--- src/rtl/dm_ctrl_multi_pkg.sv ---
`default_nettype none
// DM: shared debug-module types (abstract command error codes, controller state).
package DM;

  typedef enum logic [2:0] {
    CmdErrNone         = 3'd0,
    CmdErrBusy         = 3'd1,
    CmdErrNotSupported = 3'd2,
    CmdErrException    = 3'd3,
    CmdErrHaltResume   = 3'd4,
    CmdErrBus          = 3'd5,
    CmdErrOther        = 3'd7
  } cmderr_e;

  typedef enum logic [1:0] {
    DmIdle = 2'd0,
    DmGo   = 2'd1,
    DmRes  = 2'd2,
    DmExec = 2'd3
  } dm_ctrl_state_e;

endpackage
`default_nettype wire

--- src/rtl/dm_timeout_cnt.sv ---
`default_nettype none
// dm_timeout_cnt: saturating cycle counter; expired_o flags the last allowed cycle.
module dm_timeout_cnt #(
  parameter int TimeoutCycles = 1024
) (
  input  logic clk_i,
  input  logic rst_ni,
  input  logic clr_i,
  input  logic en_i,
  output logic expired_o
);

  localparam int CNT_W = $clog2(TimeoutCycles);
  localparam logic [CNT_W-1:0] CNT_MAX = CNT_W'(TimeoutCycles - 1);

  logic [CNT_W-1:0] r_cnt;

  always_ff @(posedge clk_i or negedge rst_ni) begin
    if (!rst_ni) begin
      r_cnt <= '0;
    end else if (clr_i) begin
      r_cnt <= '0;
    end else if (en_i && (r_cnt != CNT_MAX)) begin
      r_cnt <= r_cnt + 1'b1;
    end
  end

  assign expired_o = (r_cnt == CNT_MAX);

endmodule
`default_nettype wire

--- src/rtl/dm_ctrl_multi.sv ---
`default_nettype none
// dm_ctrl_multi: abstract-command / resume handshake controller shared by NrHarts harts,
// one operation in flight, with timeout abort and prioritised single-cycle error pulses.
module dm_ctrl_multi
  import DM::*;
#(
  parameter int NrHarts       = 4,
  parameter int TimeoutCycles = 1024,
  localparam int HartSelW     = (NrHarts > 1) ? $clog2(NrHarts) : 1
) (
  input  logic                clk_i,
  input  logic                rst_ni,
  input  logic                cmd_valid_i,
  input  logic                unsupported_cmd_i,
  input  logic [HartSelW-1:0] hartsel_i,
  input  logic                resumereq_i,
  input  logic                haltreq_i,
  input  logic                ndmreset_i,
  input  logic [NrHarts-1:0]  halted_i,
  input  logic [NrHarts-1:0]  going_i,
  input  logic [NrHarts-1:0]  resuming_i,
  input  logic [NrHarts-1:0]  exception_i,
  input  logic [NrHarts-1:0]  halted_int_i,
  output logic [NrHarts-1:0]  go_o,
  output logic [NrHarts-1:0]  resume_o,
  output logic [NrHarts-1:0]  debug_req_o,
  output logic                cmdbusy_o,
  output logic                cmderror_valid_o,
  output cmderr_e             cmderror_o,
  output logic [HartSelW-1:0] active_hart_o
);

  dm_ctrl_state_e      r_state, w_state_d;
  logic [HartSelW-1:0] r_active;
  logic                w_latch;
  logic                w_expired;
  logic                w_sel_valid;
  logic                w_sel_halted;
  logic                w_sel_resuming;
  cmderr_e             w_err;

  assign w_sel_valid    = (int'(hartsel_i) < NrHarts);
  assign w_sel_halted   = w_sel_valid && halted_i[hartsel_i];
  assign w_sel_resuming = w_sel_valid && resuming_i[hartsel_i];
  assign cmdbusy_o      = (r_state != DmIdle);

  // Held clear while idle, so every operation starts counting from zero.
  dm_timeout_cnt #(
    .TimeoutCycles(TimeoutCycles)
  ) u_timeout (
    .clk_i    (clk_i),
    .rst_ni   (rst_ni),
    .clr_i    ((r_state == DmIdle) || ndmreset_i),
    .en_i     (cmdbusy_o),
    .expired_o(w_expired)
  );

  // Later assignments to w_err override earlier ones, giving the error priority order.
  always_comb begin
    w_state_d = r_state;
    w_err     = CmdErrNone;
    w_latch   = 1'b0;
    case (r_state)
      DmIdle: begin
        if (cmd_valid_i) begin
          if (unsupported_cmd_i) begin
            w_err = CmdErrNotSupported;
          end else if (!w_sel_halted) begin
            w_err = CmdErrHaltResume;
          end else begin
            w_state_d = DmGo;
            w_latch   = 1'b1;
          end
        end
        if ((w_state_d == DmIdle) && resumereq_i && !haltreq_i &&
            w_sel_halted && !w_sel_resuming) begin
          w_state_d = DmRes;
          w_latch   = 1'b1;
        end
      end
      DmGo: begin
        if (cmd_valid_i) w_err = CmdErrBusy;
        if (w_expired) begin
          w_err     = CmdErrOther;
          w_state_d = DmIdle;
        end else if (going_i[r_active]) begin
          w_state_d = DmExec;
        end
      end
      DmRes: begin
        if (cmd_valid_i) w_err = CmdErrBusy;
        if (w_expired) begin
          w_err     = CmdErrOther;
          w_state_d = DmIdle;
        end else if (resuming_i[r_active]) begin
          w_state_d = DmIdle;
        end
      end
      DmExec: begin
        if (cmd_valid_i) w_err = CmdErrBusy;
        if (exception_i[r_active]) begin
          w_err     = CmdErrException;
          w_state_d = DmIdle;
        end else if (w_expired) begin
          w_err     = CmdErrOther;
          w_state_d = DmIdle;
        end else if (halted_int_i[r_active]) begin
          w_state_d = DmIdle;
        end
      end
      default: w_state_d = DmIdle;
    endcase
    if (ndmreset_i) begin
      w_state_d = DmIdle;
      w_err     = CmdErrNone;
      w_latch   = 1'b0;
    end
  end

  always_ff @(posedge clk_i or negedge rst_ni) begin
    if (!rst_ni) begin
      r_state  <= DmIdle;
      r_active <= '0;
    end else begin
      r_state <= w_state_d;
      if (w_latch) r_active <= hartsel_i;
    end
  end

  always_comb begin
    go_o        = '0;
    resume_o    = '0;
    debug_req_o = '0;
    for (int h = 0; h < NrHarts; h++) begin
      go_o[h]        = (r_state == DmGo) && !ndmreset_i && (r_active == HartSelW'(h));
      resume_o[h]    = (r_state == DmRes) && !ndmreset_i && (r_active == HartSelW'(h));
      debug_req_o[h] = rst_ni && haltreq_i && (hartsel_i == HartSelW'(h));
    end
  end

  assign cmderror_o       = rst_ni ? w_err : CmdErrNone;
  assign cmderror_valid_o = (cmderror_o != CmdErrNone);
  assign active_hart_o    = r_active;

endmodule
`default_nettype wire

--- config.mk ---
export PLATFORM = sky130hd
export DESIGN_NAME = dm_ctrl_multi
export DESIGN_NICKNAME = d
export VERILOG_FILES = /design/src/rtl/dm_ctrl_multi_pkg.sv /design/src/rtl/dm_timeout_cnt.sv /design/src/rtl/dm_ctrl_multi.sv
export SDC_FILE = /design/constraint.sdc
export NUM_CORES = 1
export LEC_CHECK = 0
export ABC_AREA = 0
export CORE_MARGIN = 2
export CORE_UTILIZATION = 45
export CTS_BUF_LIST = sky130_fd_sc_hd__clkbuf_8 sky130_fd_sc_hd__clkbuf_16
export CTS_CLUSTER_DIAMETER = 150
export DETAILED_ROUTE_END_ITERATION = 16
export PLACE_DENSITY = 0.82
export SLEW_MARGIN = 20
export SYNTH_ARGS = -nofsm -noshare
export SYNTH_HDL_FRONTEND = slang
export SYNTH_HIERARCHICAL = 1
export SYNTH_SLANG_ARGS = --single-unit
--- constraint.sdc ---
create_clock -name clk_i -period 5.4 [get_ports clk_i]
set_clock_uncertainty 0.2 [all_clocks]
set_input_delay 0.54 -clock clk_i [delete_from_list [all_inputs] [get_ports clk_i]]
set_output_delay 0.54 -clock clk_i [all_outputs]
set_load 0.02 [all_outputs]
### Word level (Yosys, flattened, before mapping)

Cells that the tools add are included.
W data, S select, Z words.

| storage, ports and cells | value |
|---|---|
| word-level logic and storage cells | 96 |
| bits in registers | 14 |
| input bits | 29 |

| cells by class | value |
|---|---|
| order comparisons | 2 |
| add/subtract/negate cells | 1 |
| reductions and logical operators | 33 |
| equality and inequality tests | 14 |
| muxes and demuxes | 43 |

Operator list:

| cell | number |
|---|---|
| $mux W2 | 13 |
| $mux W3 | 7 |
| $logic_and A1 B1 Y1 | 20 |
| $mux W10 | 2 |
| $mux W1 | 13 |
| $bmux W1 S2 | 6 |
| $eq A2 B2 Y1 const B | 6 |
| $add A10 B1 Y10 const B | 1 |
| $eq A10 B10 Y1 const B | 1 |
| $ne A10 B10 Y1 const B | 1 |
| $pmux W3 S3 | 1 |
| $logic_not A2 Y1 | 4 |
| $ne A4 B3 Y1 const B | 2 |
| $pmux W2 S4 | 1 |
| $eq A2 B1 Y1 const B | 3 |
| $lt A2 B3 Y1 const B | 2 |
| $ne A5 B4 Y1 const B | 1 |
| $reduce_bool A2 Y1 | 2 |
| $logic_not A1 Y1 | 3 |
| $reduce_and A3 Y1 | 1 |
| $reduce_bool A3 Y1 | 1 |
| $reduce_or A2 Y1 | 1 |
| $logic_or A1 B1 Y1 | 1 |

### Longest topological paths before layout

Gate-level depths: netlist of run 1.

| logic depth | value |
|---|---|
| word-level depth | 14 |
| mapped depth | 7 |

### Hierarchy

Netlist of run 1, hierarchy kept.

Modules (own cells, without submodules):

| module | cells an instance | area an instance (sq um) | times used |
|---|---|---|---|
| dm_ctrl_multi | 78 | 694.4 | 1 |
| dm_timeout_cnt | 57 | 540.5 | 1 |

### Least setup slack after synthesis of run 1

OpenSTA, ideal clock, no wires.

| timing | value |
|---|---|
| kind | reg2out |
| start point | register u_timeout.r_cnt[0] |
| end point | output port cmderror_valid_o |
| cell stages (with the launch flop) | 7 |
| path slack | 2472 ps |
| buffers on the path | 0 |
| arrival | 2188 ps |
| cell sequence | dfrtp_1 > ha_1 > nand3_1 > nor3_1 > nor2_1 > a2111oi_2 > or3_1 |

| between the ends | value |
|---|---|
| cells in the longest elaborated chain, start to end | 7 |

Ends and longest elaborated chain:

| item | line | text |
|---|---|---|
| from (decl) | dm_timeout_cnt.sv:16 | `logic [CNT_W-1:0] r_cnt;` |
| from (signal assigned) | dm_timeout_cnt.sv:24 | `r_cnt <= r_cnt + 1'b1;` |
| $eq A10 B10 Y1 (*) | dm_timeout_cnt.sv:28 | `assign expired_o = (r_cnt == CNT_MAX);` |
| named net w_expired | dm_ctrl_multi.sv:36 | `logic w_expired;` |
| $mux W3 (*) | dm_ctrl_multi.sv:92 | `if (w_expired) begin` |
| $mux W3 | dm_ctrl_multi.sv:101 | `if (exception_i[r_active]) begin` |
| $pmux W3 S3 (*) | dm_ctrl_multi.sv:63 | `case (r_state)` |
| $mux W3 (*) | dm_ctrl_multi.sv:113 | `if (ndmreset_i) begin` |
| $mux W3 (*) | dm_ctrl_multi.sv:141 | `assign cmderror_o = rst_ni ? w_err : CmdErrNone;` |
| named net cmderror_o[1] | dm_ctrl_multi.sv:29 | `output cmderr_e cmderror_o,` |
| $reduce_bool A3 Y1 (*) | dm_ctrl_multi.sv:142 | `assign cmderror_valid_o = (cmderror_o != CmdErrNone);` |
| to (decl) | dm_ctrl_multi.sv:28 | `output logic cmderror_valid_o,` |

Mark *: on every way through the listed nets, which the timed path passes. The rest lies on a longest branch.

### Final worst setup path of run 1

| timing | value |
|---|---|
| start point | register u_timeout.r_cnt[0] |
| end point | output port cmderror_valid_o |

| between the ends | value |
|---|---|
| cells in the longest elaborated chain, start to end | 7 |

Ends and longest elaborated chain:

| item | line |
|---|---|
| $eq A10 B10 Y1 (*) | dm_timeout_cnt.sv:28 |
| named net w_expired | dm_ctrl_multi.sv:36 |
| $mux W3 (*) | dm_ctrl_multi.sv:92 |
| $mux W3 | dm_ctrl_multi.sv:101 |
| $pmux W3 S3 (*) | dm_ctrl_multi.sv:63 |
| $mux W3 (*) | dm_ctrl_multi.sv:113 |
| $mux W3 (*) | dm_ctrl_multi.sv:141 |
| $reduce_bool A3 Y1 (*) | dm_ctrl_multi.sv:142 |

Marks and branches as above.

==> results of run 1 <==
registers in the layout, indices dropped and copies added (netlist names):
signal and flops:
active_hart_o 2, u_timeout/r_cnt 10, r_state 2
cells in the mapped netlist (2+ instances only):
| cell type | n |
|---|---|
| nor2b_1 | 4 |
| nand3_1 | 5 |
| mux4_2 | 2 |
| o22ai_1 | 3 |
| ha_1 | 5 |
| mux4_1 | 2 |
| nor3_1 | 7 |
| mux2i_1 | 2 |
| or3_1 | 2 |
| dfrtp_1 | 14 |
| nand2b_1 | 5 |
| nor3b_1 | 2 |
| o211ai_1 | 2 |
| o21ai_0 | 5 |
| nor2_1 | 15 |
| mux2_2 | 6 |
| nand2_1 | 10 |
| xor2_1 | 2 |
| a31oi_1 | 3 |
| nand4_1 | 2 |
| or4_1 | 3 |
| a21oi_1 | 4 |
| clkbuf_1 | 2 |
| inv_1 | 6 |
placed cells by master, fill, tap and decap left out, types with 2 or more instances in the layout:
master           count
o21ai_0              5
a21oi_1              4
clkbuf_8             4
nor2_1              15
or3_1                2
mux4_1               2
o211ai_1             2
mux4_2               2
a31oi_1              3
or4_1                3
inv_1                6
nand2b_1             5
nand2_1             10
dfrtp_1             14
mux2i_1              2
ha_1                 5
nand3_1              5
xor2_1               2
nor2b_1              4
nor3_1               7
nor3b_1              2
mux2_2               6
clkdlybuf4s50_1     47
nand4_1              2
o22ai_1              3
where the power goes:
part	internal, µW	total [µW]	switching [µW]
Clock	64.6	102	37.0
Combinational	139	283	144
Sequential	120	155	34.8
final cells by class:
class | instances | area share
sequential | 14 | 0.196
clock buffer | 4 | 0.0307
multi-input combinational | 112 | 0.473
tap | 30 | 0.0210
inverter | 6 | 0.0126
timing repair buffer | 48 | 0.267
how the worst min path moves through the flow:
stage	startpoint	endpoint	slack, ps	depth (start not counted)
2_1_floorplan	rst_ni	active_hart_o[0]	40	0
4_1_cts	u_timeout/r_cnt[5]	u_timeout/r_cnt[5]	380	2
5_1_grt	u_timeout/r_cnt[9]	u_timeout/r_cnt[9]	420	2
6_report	u_timeout/r_cnt[1]	u_timeout/r_cnt[1]	390	2
3_5_place_dp	u_timeout/r_cnt[5]	u_timeout/r_cnt[5]	380	2
3_3_place_gp	u_timeout/r_cnt[9]	u_timeout/r_cnt[9]	360	2
tightest hold or removal path: stages (launching register included):
cell,delay (ps)
dfrtp_1,380
mux2i_1,80
nor2_1,90
per-layer routing:
layer,vias up,global-route usage
met5,-,0
met4,0,0.0374
met3,2,0.0484
met2,38,0.392
met1,616,0.262
li1,609,-
logic make-up after synthesis:
group | synth area share
flip-flops | 0.284
multiplexers | 0.150
AND/OR/NAND/NOR | 0.290
AO/OA/AOI/OAI | 0.181
adder cells (fa/ha/maj) | 0.0507
XOR/XNOR | 0.0142
buffers and inverters | 0.0304
through the flow:
step	total power, µW	instance area [µm²]	util
detailed placement	439	1740	0.682
CTS	544	1790	0.704
floorplan	341	1230	-
global placement	432	1740	0.682
global route	578	1790	0.704
finish	539	1790	0.704
==> flow_metrics.env, run 1 <==
export IMPL_synth_warnings=6
export IMPL_vdd_drop_max_mv=0.234
export IMPL_wl_met2_um=1560
export IMPL_worstSetupStartpoint="u_timeout/r_cnt[0]"
export IMPL_crit_required_ps=4660
export IMPL_critPathSlowestCell="clkdlybuf4s50_1"
export IMPL_seqCellArea_um2=350
export IMPL_cts_hold_buffers=0
export IMPL_top_layer="met4"
export IMPL_grt_pass1_vias=1288
export IMPL_netlist_area_leader_share=0.284
export IMPL_synth_edff_count=0
export IMPL_grt_start_max_net_pins=19
export IMPL_dp_hpwl_um=2520
export IMPL_coreArea_um2=2540
export IMPL_r2r_start="r_state[0]"
export IMPL_tightest_slew_ps=505
export IMPL_hold_ws_ps=388
export IMPL_diodes=0
export IMPL_crit_buf_inv=1
export IMPL_fp_dieH_um=56.4
export IMPL_setup_violations=0
export IMPL_antenna_found_initial=0
export IMPL_dp_cells=210
export IMPL_fin_cells=214
export IMPL_clkLatencyLatePin_ps=250
export IMPL_min_period_ps=3650
export IMPL_wl_met1_um=1380
export IMPL_postCtsResizedCells=0
export IMPL_end_kind="output port"
export IMPL_num_nets_final=219
export IMPL_core_rowCount=18
export IMPL_leakage_uw=0.000679
export IMPL_ios=48
export IMPL_path_delay_family="simple AND/OR/NAND/NOR gates"
export IMPL_first_iter_violations=22
export IMPL_finalCritPeriodShare=0.676
export IMPL_die_area_um2=3180
export IMPL_ys_ff_latch=14
export IMPL_cp_start_kind="flop"
export IMPL_cts_root_buf="clkbuf_8"
export IMPL_synthDistinctLibCells=46
export IMPL_met3_wirelength_um=143
export IMPL_multi_input_area_um2=847
export IMPL_cpPeakStageDelay_ps=590
export IMPL_cp_max_fo=7
export IMPL_grt_ovfl_total=0
export IMPL_start_util=0.485
export IMPL_ys_async_sr_fraction=1.00
export IMPL_place_ws_ps=1880
export IMPL_yosys_area_top_type="dfrtp_1"
export IMPL_ant_nets=0
export IMPL_crit_chain="ha_1 > nand3_1 > nor3_1 > nor2_1 > a2111oi_2 > or3_1 > clkdlybuf4s50_1"
export IMPL_drv_slew=0
export IMPL_post_cts_buffers=0
export IMPL_setup_tns_final_ps=0
export IMPL_syn_avg_cell_area_um2=9.15
export IMPL_cts_tree="yes"
export IMPL_clkTransAtPathRegs_ps=50
export IMPL_cts_htree_levels=1
export IMPL_slew_headroom=0.660
export IMPL_synthCells=135
export IMPL_r2r_end="u_timeout/r_cnt[7]"
export IMPL_fin_ws_ps=1750
export IMPL_power_density_nw_per_um2=301
export IMPL_routed_via_count=1265
export IMPL_die_x_um=56.4
export IMPL_grt_use_total=0.215
export IMPL_status="complete, no violations"
export IMPL_num_fill_cells=206
export IMPL_globalplace_congestion=0.985
export IMPL_crit_type="flop to output port"
export IMPL_maxCapViolations=0
export IMPL_critPathArrivalTime_ps=2910
export IMPL_rsz0062_at_grt="false"
export IMPL_max_freq_mhz=274
export IMPL_synth_area_leaders="dfrtp_1 (28%), mux2_2 (5.5%), ha_1 (5.1%)"
export IMPL_syn_to_final_growth_pct=45.0
export IMPL_worst_path_stages=7
export IMPL_syn_cell_area_um2=1230
export IMPL_first_pass_iters=5
export IMPL_rrSetupSlack_ps=3110
export IMPL_synth_net_count=169
export IMPL_min_path_type="flop to flop"
export IMPL_wire_per_inst_um=14.4
export IMPL_critPathCapture="cmderror_valid_o"
export IMPL_cts_made_buffers=3
export IMPL_clockBufferDepth=2
export IMPL_vias_per_cell=5.91
export IMPL_synth_flop_cell="dfrtp_1"
export IMPL_grt_pass1_wl_um=5600
export IMPL_layout_drive_gt1_share=0.114
export IMPL_seq_area_frac_synth=0.284
export IMPL_wl_um=3090
export IMPL_r2r_cells=6
export IMPL_portBuffers=47
export IMPL_final_hold_viol_count=0
export IMPL_drc_errors=0
export IMPL_clock_sinks=14
Note: power is estimated with default switching activity, not from simulation.
==> inputs of run 2 (changes only) <==
Settings changed: CORE_UTILIZATION 45 to 44, PLACE_DENSITY 0.82 to 0.81.
Clock period 5.4 ns to 3.4 ns, I/O delays scaled along.
==> run 2 against run 1 <==
Against the previous run: worst setup slack lost 1600 ps; critical path depth is the same; critical endpoint unchanged; routed wire length grew 13%; sequential power grew 42%; largest cell class unchanged; hold slack lost 280 ps; die area grew 2.1%; register-to-register slack lost 1900 ps; power grew 65%; clock power grew 63%; combinational power grew 79%; first-iteration DRC count grew to 2.6 times the previous value.
==> flow_metrics.env, run 2 (same netlist as run 1, synthesis figures left out) <==
export IMPL_min_period_ps=3210
export IMPL_ios=48
export IMPL_leakage_uw=0.000697
export IMPL_final_hold_viol_count=0
export IMPL_maxCapViolations=0
export IMPL_portBuffers=47
export IMPL_setup_tns_final_ps=0
export IMPL_clkTransAtPathRegs_ps=60
export IMPL_drv_slew=0
export IMPL_largest_register_ffs=10
export IMPL_cts_tree="yes"
export IMPL_routed_via_count=1265
export IMPL_end_kind="output port"
export IMPL_die_x_um=57.0
export IMPL_globalplace_congestion=0.969
export IMPL_first_iter_violations=58
export IMPL_clkLatencyLatePin_ps=250
export IMPL_cp_start_kind="flop"
export IMPL_critPathArrivalTime_ps=2670
export IMPL_syn_to_final_growth_pct=48.1
export IMPL_min_path_type="primary input to async pin"
export IMPL_cp_max_fo=5
export IMPL_vias_per_cell=5.78
export IMPL_start_util=0.456
export IMPL_grt_pass1_vias=1295
export IMPL_post_cts_buffers=0
export IMPL_slew_headroom=0.666
export IMPL_crit_chain="ha_1 > nand3_1 > nor3_2 > nor2_1 > a2111oi_2 > or3_1 > clkdlybuf4s50_1"
export IMPL_power_density_nw_per_um2=488
export IMPL_drc_errors=0
export IMPL_cpPeakStageDelay_ps=590
export IMPL_final_cell_mix="clkdlybuf4s50_1 (47), nor2_1 (15), dfrtp_1 (14)"
export IMPL_grt_use_total=0.229
export IMPL_cts_made_buffers=3
export IMPL_wl_um=3490
export IMPL_fp_dieH_um=57.0
export IMPL_met3_wirelength_um=168
export IMPL_clock_sinks=14
export IMPL_crit_type="flop to output port"
export IMPL_fin_cells=219
export IMPL_cts_htree_levels=1
export IMPL_rrSetupSlack_ps=1170
export IMPL_diodes=0
export IMPL_r2r_end="u_timeout/r_cnt[8]"
export IMPL_regMostFlops="u_timeout/r_cnt"
export IMPL_cts_hold_buffers=0
export IMPL_grt_ovfl_total=0
export IMPL_cts_root_buf="clkbuf_8"
export IMPL_setup_violations=0
export IMPL_top_layer="met4"
export IMPL_dp_cells=215
export IMPL_p_total_uw=893
export IMPL_num_nets_final=223
export IMPL_rsz0062_at_grt="false"
export IMPL_layout_commonest_cell="clkdlybuf4s50_1"
export IMPL_coreArea_um2=2710
export IMPL_ant_nets=0
export IMPL_wl_met1_um=1540
export IMPL_core_rowCount=19
export IMPL_crit_required_ps=2860
export IMPL_r2r_start="r_state[0]"
export IMPL_r2r_cells=7
export IMPL_postCtsResizedCells=0
export IMPL_antenna_found_initial=0
export IMPL_finalCritPeriodShare=0.944
export IMPL_critPathSlowestCell="clkdlybuf4s50_1"
export IMPL_wire_per_inst_um=15.9
export IMPL_tightest_slew_ps=499
export IMPL_vdd_drop_max_mv=0.363
export IMPL_first_pass_iters=4
export IMPL_wl_met2_um=1770
export IMPL_final_area_um2=1830
export IMPL_status="complete, no violations"
export IMPL_grt_pass1_wl_um=5890
export IMPL_placed_cell_area_um2=1770
export IMPL_dp_hpwl_um=2800
export IMPL_layout_drive_gt1_share=0.144
export IMPL_num_fill_cells=218
export IMPL_max_freq_mhz=312
export IMPL_die_area_um2=3250
export IMPL_grt_start_max_net_pins=14
export IMPL_clockBufferDepth=2
-- run 2: per-stage QoR --
| stage | hold WS, ps | worst slack (ps) | util |
|---|---|---|---|
| after global placement | 360 | 445 | 0.652 |
| after CTS | 97.8 | 74.5 | 0.672 |
| final | 103 | 191 | 0.675 |
| after detailed placement | 363 | 350 | 0.652 |
| after global routing | 98.4 | 43.7 | 0.675 |
| after floorplan | -156 | 672 | - |
-- run 2: how the worst max path moves through the flow --
stage / cells after the start / start / slack [ps] / to
final: 7 / u_timeout/r_cnt[0] / 190 / cmderror_valid_o
after global placement: 5 / hartsel_i[0] / 450 / cmderror_valid_o
after floorplan: 6 / u_timeout/r_cnt[0] / 670 / cmderror_valid_o
after detailed placement: 5 / hartsel_i[0] / 350 / cmderror_valid_o
after global routing: 7 / u_timeout/r_cnt[0] / 40 / cmderror_valid_o
after CTS: 7 / u_timeout/r_cnt[0] / 70 / cmderror_valid_o
-- run 2: critical path: cells and delay by family, from the launching register on --
kind / cells / cell delay [ps]
simple gates: 4 / 820
buf+inv: 1 / 590
compound gates: 1 / 420
flops: 1 / 390
fa+ha+maj: 1 / 190
-- run 2: layout make-up --
type | count | area [µm²] | area share
Multi-Input combinational cell | 112 | 855 | 0.467
Clock buffer | 4 | 55.1 | 0.0301
Inverter | 6 | 22.5 | 0.0123
Sequential cell | 14 | 350 | 0.192
Tap cell | 31 | 38.8 | 0.0212
Timing Repair Buffer | 52 | 508 | 0.278
-- run 2: metal layers --
metal	up-vias	global-route usage
li1	618	-
met1	603	0.297
met2	42	0.389
met3	2	0.0499
met4	0	0.0565
met5	-	0
-- run 2: report_power, final --
group | switching, µW | internal [µW] | total [µW]
registers | 29.2 | 191 | 220
clock network | 62.8 | 103 | 166
logic | 266 | 241 | 507
total | 358 | 534 | 893
==> inputs of run 3 (changes only) <==
Settings changed: MAX_ROUTING_LAYER set to met4.
==> run 3 against run 2 <==
Against the previous run: worst setup slack better by 91 ps; count of clock-buffer cells in the layout unchanged; via count is 0.32% lower; combinational power is essentially flat; critical endpoint unchanged; flip-flop and latch count is the same; critical path type unchanged; largest power group unchanged; largest cell class unchanged; global-route usage shrank 0.83 points.
==> flow_metrics.env, run 3 (same netlist as run 1, synthesis figures left out) <==
export IMPL_layout_drive_gt1_share=0.144
export IMPL_cpMostUsedCell="inv_1"
export IMPL_clkLatencyLatePin_ps=250
export IMPL_ant_nets=0
export IMPL_post_cts_buffers=0
export IMPL_globalplace_congestion=0.990
export IMPL_clock_sinks=14
export IMPL_coreArea_um2=2710
export IMPL_diodes=0
export IMPL_place_ws_ps=355
export IMPL_largest_register_ffs=10
export IMPL_final_hold_viol_count=0
export IMPL_hold_ws_ps=115
export IMPL_rrSetupSlack_ps=1210
export IMPL_syn_to_final_growth_pct=48.1
export IMPL_start_util=0.456
export IMPL_min_path_type="primary input to async pin"
export IMPL_critPathSlowestCell="clkdlybuf4s50_1"
export IMPL_first_pass_iters=4
export IMPL_portBuffers=47
export IMPL_setup_violations=0
export IMPL_grt_pass1_vias=1214
export IMPL_end_kind="output port"
export IMPL_critPathArrivalTime_ps=2580
export IMPL_clkTransAtPathRegs_ps=60
export IMPL_rsz0062_at_grt="false"
export IMPL_wire_per_inst_um=15.0
export IMPL_cp_max_fo=9
export IMPL_grt_use_total=0.220
export IMPL_fin_ws_ps=282
export IMPL_wl_um=3290
export IMPL_drv_slew=0
export IMPL_slew_headroom=0.655
export IMPL_grt_start_max_net_pins=14
export IMPL_grt_pass1_wl_um=5660
export IMPL_crit_type="flop to output port"
export IMPL_fp_dieH_um=57.0
export IMPL_die_area_um2=3250
export IMPL_core_rowCount=19
export IMPL_path_delay_family="buffers and inverters"
export IMPL_antenna_found_initial=0
export IMPL_routed_via_count=1261
export IMPL_final_cell_mix="clkdlybuf4s50_1 (47), nor2_1 (15), dfrtp_1 (14)"
export IMPL_min_period_ps=3120
export IMPL_r2r_end="u_timeout/r_cnt[7]"
export IMPL_status="complete, no violations"
export IMPL_maxCapViolations=0
export IMPL_crit_buf_inv=3
export IMPL_max_freq_mhz=321
export IMPL_regMostFlops="u_timeout/r_cnt"
export IMPL_cts_tree="yes"
export IMPL_setup_tns_final_ps=0
export IMPL_dp_hpwl_um=2710
export IMPL_first_iter_violations=61
export IMPL_cts_htree_levels=1
export IMPL_die_x_um=57.0
export IMPL_num_nets_final=223
export IMPL_cpPeakStageDelay_ps=590
export IMPL_r2r_cells=6
export IMPL_cp_start_kind="flop"
export IMPL_crit_required_ps=2860
export IMPL_clockBufferDepth=2
export IMPL_layout_commonest_cell="clkdlybuf4s50_1"
export IMPL_cts_made_buffers=3
export IMPL_cts_root_buf="clkbuf_8"
export IMPL_crit_chain="inv_1 > ha_2 > inv_1 > nor2_1 > nand3_1 > o21ai_0 > or3_1 > clkdlybuf4s50_1"
export IMPL_ios=48
export IMPL_leakage_uw=0.000697
export IMPL_finalCritPeriodShare=0.917
export IMPL_tightest_slew_ps=516
export IMPL_vias_per_cell=5.76
export IMPL_r2r_start="r_state[0]"
export IMPL_vdd_drop_max_mv=0.361
export IMPL_grt_ovfl_total=0
export IMPL_power_density_nw_per_um2=486
export IMPL_drc_errors=0
[run 3: cell counts in the layout (fill, tap and decap cells not counted)]
Identical to the previous run, type by type.
[run 3: where the power goes]
group | internal (µW) | leakage (µW) | switching [µW]
Sequential | 191 | 0.000190 | 27.9
Combinational | 240 | 0.000478 | 268
Clock | 103 | 0.0000288 | 58.6
[run 3: what timing repair did]
item,4_1_cts,5_1_grt
endpoints found under the setup margin,0,2
hold buffers,0,0
resized for setup,0,2
[run 3: layout make-up]
cell class / count / area [µm²]
timing repair buffer: 52 / 508
inverter: 6 / 22.5
fill: 215 / 881
sequential: 14 / 350
clock buffer: 4 / 55.1
tap: 31 / 38.8
multi-input combinational: 112 / 855
[run 3: metrics by stage]
step / utilization / power, µW / cells / cell area, µm²
floorplan: - / 542 / 135 / 1230
global placement: 0.652 / 710 / 215 / 1770
detailed placement: 0.652 / 720 / 215 / 1770
CTS: 0.672 / 885 / 219 / 1820
global route: 0.675 / 944 / 219 / 1830
finish: 0.675 / 888 / 219 / 1830
[run 3: worst max path at each step]
| stage | start | endpoint | slack [ps] | cells past startpoint |
|---|---|---|---|---|
| floorplan | u_timeout/r_cnt[0] | cmderror_valid_o | 670 | 6 |
| global placement | hartsel_i[0] | cmderror_valid_o | 450 | 5 |
| detailed placement | hartsel_i[0] | cmderror_valid_o | 360 | 5 |
| CTS | u_timeout/r_cnt[0] | cmderror_valid_o | 100 | 7 |
| global route | r_state[0] | cmderror_valid_o | 70 | 8 |
| finish | r_state[0] | cmderror_valid_o | 280 | 8 |
[run 3: metal layers]
metal | track usage | vias up | part of all wire | wire (µm)
met5 | - | - | 0 | 0
met4 | 0.0332 | 0 | 0.0049 | 16
met3 | 0.0295 | 3 | 0.044 | 144
met2 | 0.366 | 38 | 0.49 | 1620
met1 | 0.295 | 601 | 0.46 | 1510
li1 | - | 619 | - | -
